==> config.mk <==
export PLATFORM = sky130hd
export DESIGN_NAME = seq_mult21x13_accum
export DESIGN_NICKNAME = d
export VERILOG_FILES = /design/src/rtl/seq_mult21x13_accum.sv
export SDC_FILE = /design/constraint.sdc
export NUM_CORES = 1
export LEC_CHECK = 0
export BUFFER_PORTS_ARGS = -buffer_cell sky130_fd_sc_hd__buf_2
export CAP_MARGIN = 20
export CELL_PAD_IN_SITES_DETAIL_PLACEMENT = 0
export CELL_PAD_IN_SITES_GLOBAL_PLACEMENT = 1
export CORE_AREA = 4 4 110 112
export CTS_BUF_LIST = sky130_fd_sc_hd__clkbuf_4 sky130_fd_sc_hd__clkbuf_8
export CTS_CLUSTER_SIZE = 8
export DETAILED_ROUTE_END_ITERATION = 8
export DIE_AREA = 0 0 114 116
export PLACE_DENSITY_LB_ADDON = 0.1
export RECOVER_POWER = 100
export SLEW_MARGIN = 20
export SYNTH_ARGS = -nofsm -noshare
export SYNTH_HDL_FRONTEND = slang
export SYNTH_SLANG_ARGS = --single-unit
export TNS_END_PERCENT = 1
==> constraint.sdc <==
create_clock -name clk -period 2.7 [get_ports clk]
set_input_delay 0.405 -clock clk [delete_from_list [all_inputs] [get_ports clk]]
set_output_delay 0.405 -clock clk [all_outputs]
set_load 0.01 [all_outputs]
==> src/rtl/seq_mult21x13_accum.sv <==
// seq_mult21x13_accum
// Sequential MSB-first shift-add multiplier: unsigned MCAND_W x MPLR_W -> ACC_W product.
// One multiplier bit is consumed per clock. The operand side and the product side
// each use a valid/ready handshake. A new operand pair can be accepted in the same
// cycle that a finished product is taken, so back-to-back operations have no idle bubble.
module seq_mult21x13_accum #(
    parameter int MCAND_W = 21,
    parameter int MPLR_W  = 13,
    parameter int ACC_W   = MCAND_W + MPLR_W
) (
    input  logic               clk,
    input  logic               rst,
    input  logic               in_valid,
    output logic               in_ready,
    input  logic [MCAND_W-1:0] in_mcand,
    input  logic [MPLR_W-1:0]  in_mplr,
    output logic               out_valid,
    input  logic               out_ready,
    output logic [ACC_W-1:0]   out_product,
    output logic               busy
);

    // The iteration counter must be able to hold MPLR_W itself.
    localparam int CNT_W = $clog2(MPLR_W + 1);
    // Zero-extension width that brings the multiplicand up to the adder width.
    localparam int PAD_W = ACC_W + 1 - MCAND_W;

    typedef enum logic [1:0] {
        IDLE = 2'd0,
        BUSY = 2'd1,
        DONE = 2'd2
    } state_t;

    state_t             state;
    state_t             state_nxt;

    // Operand and accumulator registers.
    logic [ACC_W-1:0]   acc;
    logic [MCAND_W-1:0] mcand;
    logic [MPLR_W-1:0]  mplr;
    logic [CNT_W-1:0]   cnt;

    // Accumulate stage: 34-bit shifted accumulator plus a zero-extended 21-bit addend.
    logic               mplr_bit;
    logic [ACC_W:0]     shifted;
    logic [ACC_W:0]     addend;
    logic [ACC_W:0]     sum35;
    // The carry out of the accumulate adder is provably zero, so it is discarded.
    logic               unused_carry;

    // Handshake helpers.
    logic               accept;
    logic               last_step;

    // Current multiplier bit, MSB first.
    assign mplr_bit = mplr[MPLR_W-1];

    // acc < 2^(MCAND_W+k) after k steps, so dropping acc's MSB in the shift loses nothing.
    assign shifted  = {1'b0, acc[ACC_W-2:0], 1'b0};

    // Addend is the multiplicand when the current bit is set, zero otherwise.
    assign addend   = {{PAD_W{1'b0}}, (mplr_bit ? mcand : {MCAND_W{1'b0}})};

    assign sum35        = shifted + addend;
    assign unused_carry = sum35[ACC_W];

    // The final iteration is the one performed while cnt is 1.
    assign last_step = (cnt == CNT_W'(1));

    // An operand pair is taken whenever both sides of the input handshake agree.
    assign accept = in_valid && in_ready;

    // The product register doubles as the accumulator; it is only meaningful while out_valid.
    assign out_product = acc;

    // State register.
    always_ff @(posedge clk) begin
        if (rst) begin
            state <= IDLE;
        end else begin
            state <= state_nxt;
        end
    end

    // Next-state logic.
    always_comb begin
        state_nxt = state;
        case (state)
            IDLE: begin
                if (in_valid) begin
                    state_nxt = BUSY;
                end
            end
            BUSY: begin
                if (last_step) begin
                    state_nxt = DONE;
                end
            end
            DONE: begin
                // Product taken: restart immediately if new operands wait, else go idle.
                if (out_ready) begin
                    state_nxt = in_valid ? BUSY : IDLE;
                end
            end
            default: begin
                state_nxt = IDLE;
            end
        endcase
    end

    // Output decode from the current state (in_ready also depends on out_ready in DONE).
    always_comb begin
        in_ready  = 1'b0;
        out_valid = 1'b0;
        busy      = 1'b0;
        case (state)
            IDLE: begin
                in_ready = 1'b1;
            end
            BUSY: begin
                busy = 1'b1;
            end
            DONE: begin
                out_valid = 1'b1;
                // Accepting new operands only when the current product is consumed
                // keeps the product stable under backpressure.
                in_ready  = out_ready;
            end
            default: begin
                in_ready  = 1'b0;
                out_valid = 1'b0;
                busy      = 1'b0;
            end
        endcase
    end

    // Datapath: load operands on accept, otherwise run one shift-add step per BUSY cycle.
    always_ff @(posedge clk) begin
        if (rst) begin
            acc   <= '0;
            mcand <= '0;
            mplr  <= '0;
            cnt   <= '0;
        end else if (accept) begin
            acc   <= '0;
            mcand <= in_mcand;
            mplr  <= in_mplr;
            cnt   <= CNT_W'(MPLR_W);
        end else if (state == BUSY) begin
            acc   <= sum35[ACC_W-1:0];
            mplr  <= {mplr[MPLR_W-2:0], 1'b0};
            cnt   <= cnt - CNT_W'(1);
        end
    end

endmodule

# Word-level counts from Yosys, hierarchy flattened
# Index checks and enable logic that the tools add are counted.
# totals
output_inout_bits	37
register_bits	74
# op_classes
n_reduce_logical	5
add_sub_neg	2
mux	13
eq_ne	6
# op_table
op	count
$add 34x21->34	1
$mux 13	2
$mux 21	1
$mux 4	2
$mux 2	3
$ne 2x2->1 const B	3
$pmux 2 s3	1
$eq 4x1->1 const B	1
$sub 4x1->4 const B	1
$mux 1	3
$reduce_and 3->1	1
$eq 2x1->1 const B	1
$eq 2x2->1 const B	1
$logic_not 2->1	1
$pmux 1 s2	1
$reduce_bool 2->1	1
$reduce_or 2->1	1
$logic_and 1x1->1	1

# Depth between registers and ports, before layout
# Gate-level depths: netlist of run 1.
# logic_depth
depth_word	4
mapped_depth	11

# Worst setup path after synthesis of run 1
# OpenSTA, ideal clock, no wires.
# synth_timing
path_type	register to register
start	register mplr[12]
end	register acc[21], in the netlist out_product[21]
path_stages_with_launch	11
slack_ps	63
arrival_time_ps	2520
path_buffers	1
t_required_ps	2583
path_cell_list	dfxtp_1 -> clkbuf_1 -> and2_1 -> ha_1 -> fa_1 -> a21oi_1 -> o221ai_2 -> a31oi_4 -> nor4_4 -> or3_1 -> a32o_1
# synth_between
elab_chain_cells	2
# synth_lines
element	line_no	rtl
start, declared	40	logic [MPLR_W-1:0] mplr;
start signal, assigned	147	mplr <= in_mplr;
start signal, assigned	151	mplr <= {mplr[MPLR_W-2:0], 1'b0};
$mux 21	62	assign addend = {{PAD_W{1'b0}}, (mplr_bit ? mcand : {MCAND_W{1'b0}})};
$add 34x21->34	64	assign sum35 = shifted + addend;
end signal, assigned	150	acc <= sum35[ACC_W-1:0];
end, declared	38	logic [ACC_W-1:0] acc;
# No other way between the ends.
# A chain may end at the register's enable or synchronous reset.

# Worst setup path in the final report of run 1
# layout_timing
start	register mplr[12]
end	register acc[28], in the netlist out_product[28]
# Same word-level chain as after synthesis.

==> out/metrics.yaml, run 1 <==
floorplan:
  core_area_um2: 11220
  dieArea_um2: 13220
  die_x_um: 114
  placementRows: 39
  start_util: 0.3726
  io_pins: 75
  die_h_um: 116
clock_network:
  insertion_delay_ps: 370
  cts_buffers: 9
  clkTransAtPathRegs_ps: 80
  clockBufferDepth: 2
  cts.sinks: 74
  cts_max_level: 3
  cts_tree: "done"
  cts_setup_buffers: 0
  cts_root_buffer: "clkbuf_8"
power:
  p_leak_nw: 1.893
  p_per_area_nw_per_um2: 497.6
  ir_drop_uv: 259.0
  p_clk_frac: 0.359
  power_frac_comb: 0.148
  p_sw_mw: 0.6919
  p_int_mw: 1.751
  switching_share: 0.2832
  seqPwrFrac: 0.493
place:
  port_buffers: 74
  gp_congestion: 0.8348
  hpwl_mm: 8.061
route:
  via_per_inst: 5.146
  wl_per_cell_um: 14.82
  drc: 0
  finalWirelength_mm: 11.09
  num_vias: 3849
  ant_nets: 0
  drt_iter0_markers: 166
  first_pass_iters: 4
logic_synthesis:
  synthFlopType: "dfxtp_1"
  ys_warn_count: 0
  ys_seq_elements: 74
  avgSynthCellArea_um2: 7.935
  synth-edff-count: 0
  synth_cell_type_count: 65
  syn_inst: 527
  synth-async-reset-ratio: 0
  synth_seq_area_share: 0.3543
  syn-cell-area_um2: 4182
  syn-num-nets: 588
run_status:
  outcome: "complete, but fails checks"
  violations: "max-capacitance violations, max-slew violations"
grt:
  use_met2: 0.2834
  grt_antenna_before_repair: 0
  use_met3: 0.02977
  grt_max_degree: 49
  busiest_layer: "met2"
  overflow: 0
  grt_pass1_wl_mm: 18.61
  grt_pass1_vias: 3807
  met1_usage: 0.2322
  grt_use_total: 0.1754
sta:
  tightestPinTransition_ps: 1585
  hold_violations: 0
  finalClockSkew_ps: 14.58
  finalCritPeriodShare: 0.9603
  whs_ps: 272.8
  drv_slew: 33
  finalSetupTns_ps: 0
  rsz0062_at_grt: "yes"
  slew_headroom: -0.05647
  max_freq_ghz: 0.3857
  period_needed_ps: 2593
  setup_viol: 0
cells_and_area:
  mostFrequentLayoutCells: "nand2_1, dfxtp_1, a21oi_1"
  nNetsFinal: 662
  fillers: 1210
  final_common_cell: "nand2_1"
  post_route_cells_drive_above_1_share: 0.1669
  area_delta_synth_final_pct: 17.41
  antenna_cells: 0
worst_setup_path:
  crit_path_top_delay_cell: "or4_1"
  start_kind: "flop"
  reg2reg_from: "mplr[12]$_SDFFE_PP0P_"
  cp-end-kind: "flop"
  crit_type: "flop to flop"
  crit_chain: "buf_4 -> and2_1 -> ha_1 -> nand2_2 -> o21ai_2 -> a31oi_4 -> a211oi_4 -> o31ai_2 -> or4_1 -> nand3_1"
  crit_start: "mplr[12]$_SDFFE_PP0P_"
  crit_fanout: 12
  arrival_ps: 2900
  cp.required_ps: 3010
  max_stage_delay_ps: 520
hold_path:
  hold_path_class: "input pin to flop"
  min-delay-start: "in_mcand[18]"
job:
  maxCapViolations: 1
==> cells by family after synthesis <==
group / count (synthesis) / synth area share
flops: 74 / 0.3543
fa+ha+maj: 23 / 0.07062
simple gates: 219 / 0.2484
compound gates: 141 / 0.2265
xor+xnor: 27 / 0.05655
buf+inv: 43 / 0.04368
==> cell type report <==
class | count | area [µm²] | area share
multi-input combinational | 410 | 2556 | 0.5206
sequential | 74 | 1481 | 0.3017
timing repair buffer | 92 | 447.9 | 0.09123
tap | 143 | 178.9 | 0.03644
clock buffer | 12 | 152.6 | 0.03109
inverter | 14 | 52.55 | 0.01070
clock inverter | 3 | 40.04 | 0.008155
==> worst max-delay path, delay by kind of cell (launching register included) <==
kind	cells	cell delay (ps)
fa+ha+maj	1	360
buf+inv	1	160
simple gates	4	890
compound gates	4	810
flops	1	320
==> stage by stage <==
stage,instance area [µm²],util,power [mW],instances,setup slack [ps]
floorplan,4182,-,1.466,527,62.79
global placement,4741,0.4224,1.600,733,96.17
detailed placement,4741,0.4224,1.604,733,75.19
CTS,4933,0.4396,2.489,748,61.25
global route,4910,0.4375,2.574,748,-31.89
finish,4910,0.4375,2.443,748,107.3
==> power groups by stage <==
| stage | clock [mW] | sequential [mW] | combinational [mW] |
|---|---|---|---|
| after floorplan | 0 | 1.22 | 0.247 |
| after global placement | 0 | 1.23 | 0.372 |
| after detailed placement | 0 | 1.23 | 0.376 |
| after CTS | 0.909 | 1.20 | 0.377 |
| after global routing | 0.949 | 1.21 | 0.411 |
| final | 0.878 | 1.20 | 0.361 |
==> path summary, 6_finish.rpt <==
check	depth (start not counted)	end	slack, ps
max	10	out_product[28]$_SDFFE_PP0P_	110
min	3	mcand[18]$_SDFFE_PP0P_	270
max reg2reg	10	out_product[28]$_SDFFE_PP0P_	110
min reg2reg	2	mcand[1]$_SDFFE_PP0P_	450
==> metal layers <==
layer | share of wire | wire length, µm | vias to the layer above
met5 | 0 | 0 | -
met4 | 0.019 | 211 | 0
met3 | 0.038 | 417 | 11
met2 | 0.45 | 5002 | 79
met1 | 0.49 | 5455 | 1783
li1 | - | - | 1976
==> registers in the layout (all words and copies together) (netlist names) <==
register and flops:
out_product 34, mcand 21, mplr 13, cnt 4, state 2
==> repair_timing <==
item                                    CTS  global route
endpoints found under the setup margin    0            13
resized for setup                         0             7
hold buffers                              0             0
==> cells in the mapped netlist (all sizes together), types with 2 or more instances <==
cell type	number	area share
o21bai	2	0.0036
o211ai	8	0.018
xnor2	9	0.019
inv	13	0.012
ha	22	0.066
a22o	2	0.0042
a21o	2	0.0039
dfxtp	74	0.35
nor3b	2	0.0036
and2	22	0.033
o2111ai	2	0.0042
a211oi	5	0.013
nor2	32	0.034
clkbuf	24	0.022
o21ai	28	0.034
nand2b	3	0.0045
buf	4	0.0063
nor2b	6	0.0090
a21oi	63	0.077
or3	4	0.0063
nor3	3	0.0036
a311oi	12	0.025
nor4	3	0.0081
o31ai	5	0.011
o221ai	3	0.0078
nand2	115	0.10
xor2	18	0.038
and3	5	0.0084
a31oi	4	0.013
nand3	18	0.023
Note: power is estimated with default switching activity, not from simulation.
==> inputs of run 2 (changes only) <==
--- a/config.mk
+++ b/config.mk
@@ -16,6 +16,7 @@
 export DIE_AREA = 0 0 114 116
 export PLACE_DENSITY_LB_ADDON = 0.1
 export RECOVER_POWER = 100
+export REMOVE_ABC_BUFFERS = 1
 export SLEW_MARGIN = 20
 export SYNTH_ARGS = -nofsm -noshare
 export SYNTH_HDL_FRONTEND = slang
==> run 2 against run 1 <==
Against the previous run:
- the run now ends clean
- maximum frequency increased by 1.3%
- hold slack improved by 9.5 ps
- sequential cell count unchanged
- clock skew decreased by 1.2 ps
- utilization increased by 0.89 points
- die area unchanged
- critical endpoint unchanged
- highest routed layer unchanged
==> out/metrics.yaml, run 2 (same netlist as run 1, synthesis figures left out) <==
cells_and_area:
  nNetsFinal: 666  # +0.60%
  final_common_cell: "nand2_1"
  finalNonFillerCells: 753  # +0.67%
  fillers: 1186  # -2.0%
  post_route_cells_drive_above_1_share: 0.1852  # +0.01830
  largest_reg_flops: 34  # unchanged
  ff_latch_area_um2: 1483  # about the same
  antenna_cells: 0  # unchanged
  area_delta_synth_final_pct: 19.81
  multi_input_area_um2: 2621  # +2.5%
  mostFrequentLayoutCells: "nand2_1, dfxtp_1, a21oi_1"
grt:
  grt_pass1_wl_mm: 18.53  # -0.41%
  grt_use_total: 0.1730  # -0.002339
  overflow: 0  # unchanged
  grt_max_degree: 49  # unchanged
  grt_antenna_before_repair: 0  # unchanged
  grt_pass1_vias: 3730  # -2.0%
route:
  first_pass_iters: 4  # unchanged
  ant_nets: 0  # unchanged
  via_per_inst: 5.141  # about the same
  wl_per_cell_um: 15.00  # +1.2%
  finalWirelength_mm: 11.30  # +1.9%
  drt_iter0_markers: 116  # -30%
  drc: 0  # unchanged
  num_vias: 3871  # +0.57%
sta:
  rsz0062_at_grt: "no"
  drv_slew: 0  # -100%
  slew_headroom: 0.3746  # +0.4311
  hold_violations: 0  # unchanged
  setup_viol: 0  # unchanged
  max_freq_ghz: 0.3905  # +1.3%
  period_needed_ps: 2561  # -32.07 ps
  finalClockSkew_ps: 13.36  # -1.222 ps
  finalSetupTns_ps: 0  # unchanged
  tightestPinTransition_ps: 938.1  # -646.6 ps
  postLayoutSetupSlackWorst_ps: 139.4  # +32.07 ps
  finalCritPeriodShare: 0.9484  # -0.01188
job:
  maxCapViolations: 0  # -1
clock_network:
  cts_buffers: 9  # unchanged
  cts.sinks: 74  # unchanged
  insertion_delay_ps: 350  # -20 ps
  clkTransAtPathRegs_ps: 90  # about the same
  cts_root_buffer: "clkbuf_8"
  cts_tree: "done"
  cts_max_level: 3  # unchanged
  clockBufferDepth: 2  # unchanged
  cts_hold_buf: 0  # unchanged
worst_setup_path:
  cp.required_ps: 3000  # about the same
  start_kind: "flop"
  cp-end-kind: "flop"
  crit_fanout: 13  # +1
  crit_type: "flop to flop"
  arrival_ps: 2860  # -40 ps
floorplan:
  start_util: 0.3726  # unchanged
  io_pins: 75  # unchanged
  core_area_um2: 11220  # unchanged
  die_x_um: 114  # unchanged
  dieArea_um2: 13220  # unchanged
  die_h_um: 116  # unchanged
  placementRows: 39  # unchanged
place:
  gp_congestion: 0.8702  # +4.2%
  dp_cells: 735  # +0.27%
  place_ws_ps: 40.01  # -35.18 ps
  port_buffers: 74  # unchanged
  hpwl_mm: 8.127  # +0.83%
run_status:
  outcome: "completed"
power:
  p_leak_nw: 1.898  # +0.25%
  ir_drop_uv: 293.7  # +13%
  p_per_area_nw_per_um2: 487.4  # -2.1%
  finalPower_mw: 2.442  # about the same
hold_path:
  hold_path_class: "input pin to flop"
-- run 2: cell count changes in the layout (fill, tap and decap cells not counted), sizes merged --
cell / previous run / this run
buf: 52 / 56
clkbuf: 52 / 49
clkinvlp: 0 / 2
clkinv: 3 / 4
inv: 13 / 14
-- run 2: where the power goes --
group / switching [mW] / internal [mW] / leakage (nW)
clock network: 0.445 / 0.425 / 0.0954
logic: 0.233 / 0.132 / 1.20
registers: 0.0491 / 1.16 / 0.605
total: 0.728 / 1.71 / 1.90
-- run 2: worst paths after layout --
path	from	end	slack [ps]	cells past startpoint
max	mplr[12]$_SDFFE_PP0P_	out_product[28]$_SDFFE_PP0P_	140	10
min	in_mplr[0]	mplr[0]$_SDFFE_PP0P_	280	3
max reg2reg	mplr[12]$_SDFFE_PP0P_	out_product[28]$_SDFFE_PP0P_	140	10
min reg2reg	out_product[33]$_SDFFE_PP0P_	out_product[33]$_SDFFE_PP0P_	450	2
-- run 2: routing by layer --
metal,global-route usage,part of all wire,vias to the layer above
li1,-,-,1994
met4,0.05384,0.013,0
met3,0.03342,0.036,12
met5,0,0,-
met2,0.2806,0.47,69
met1,0.2332,0.48,1796
-- run 2: cell type report --
type                       instances  share of cell area
sequential                        74              0.2960
clock buffer                       9             0.02473
multi-input combinational        410              0.5232
inverter                          14             0.01049
timing repair buffer              96             0.09615
clock inverter                     7             0.01374
tap                              143             0.03571
-- run 2: critical path, stage by stage, from the launching register on --
cell and delay [ps]:
dfxtp_2 350, buf_4 180, and2_1 170, ha_4 290
nand2_2 110, o21ai_4 170, a31oi_4 120, a211oi_4 380
o31ai_2 120, or4_1 520, nand3_1 90
-- run 2: stage by stage --
| stage | util | hold slack, ps | instance area [µm²] |
|---|---|---|---|
| floorplan | - | 425.7 | 4051 |
| CTS | 0.4409 | 269.8 | 4949 |
| global route | 0.4464 | 273.0 | 5010 |
| finish | 0.4464 | 282.2 | 5010 |
| detailed placement | 0.4237 | 443.1 | 4756 |
| global placement | 0.4237 | 433.3 | 4756 |
-- run 2: repair_timing --
item | in CTS | in global routing
resized for setup | 0 | 17
endpoints found under the setup margin | 0 | 17
buffers inserted | 0 | 2
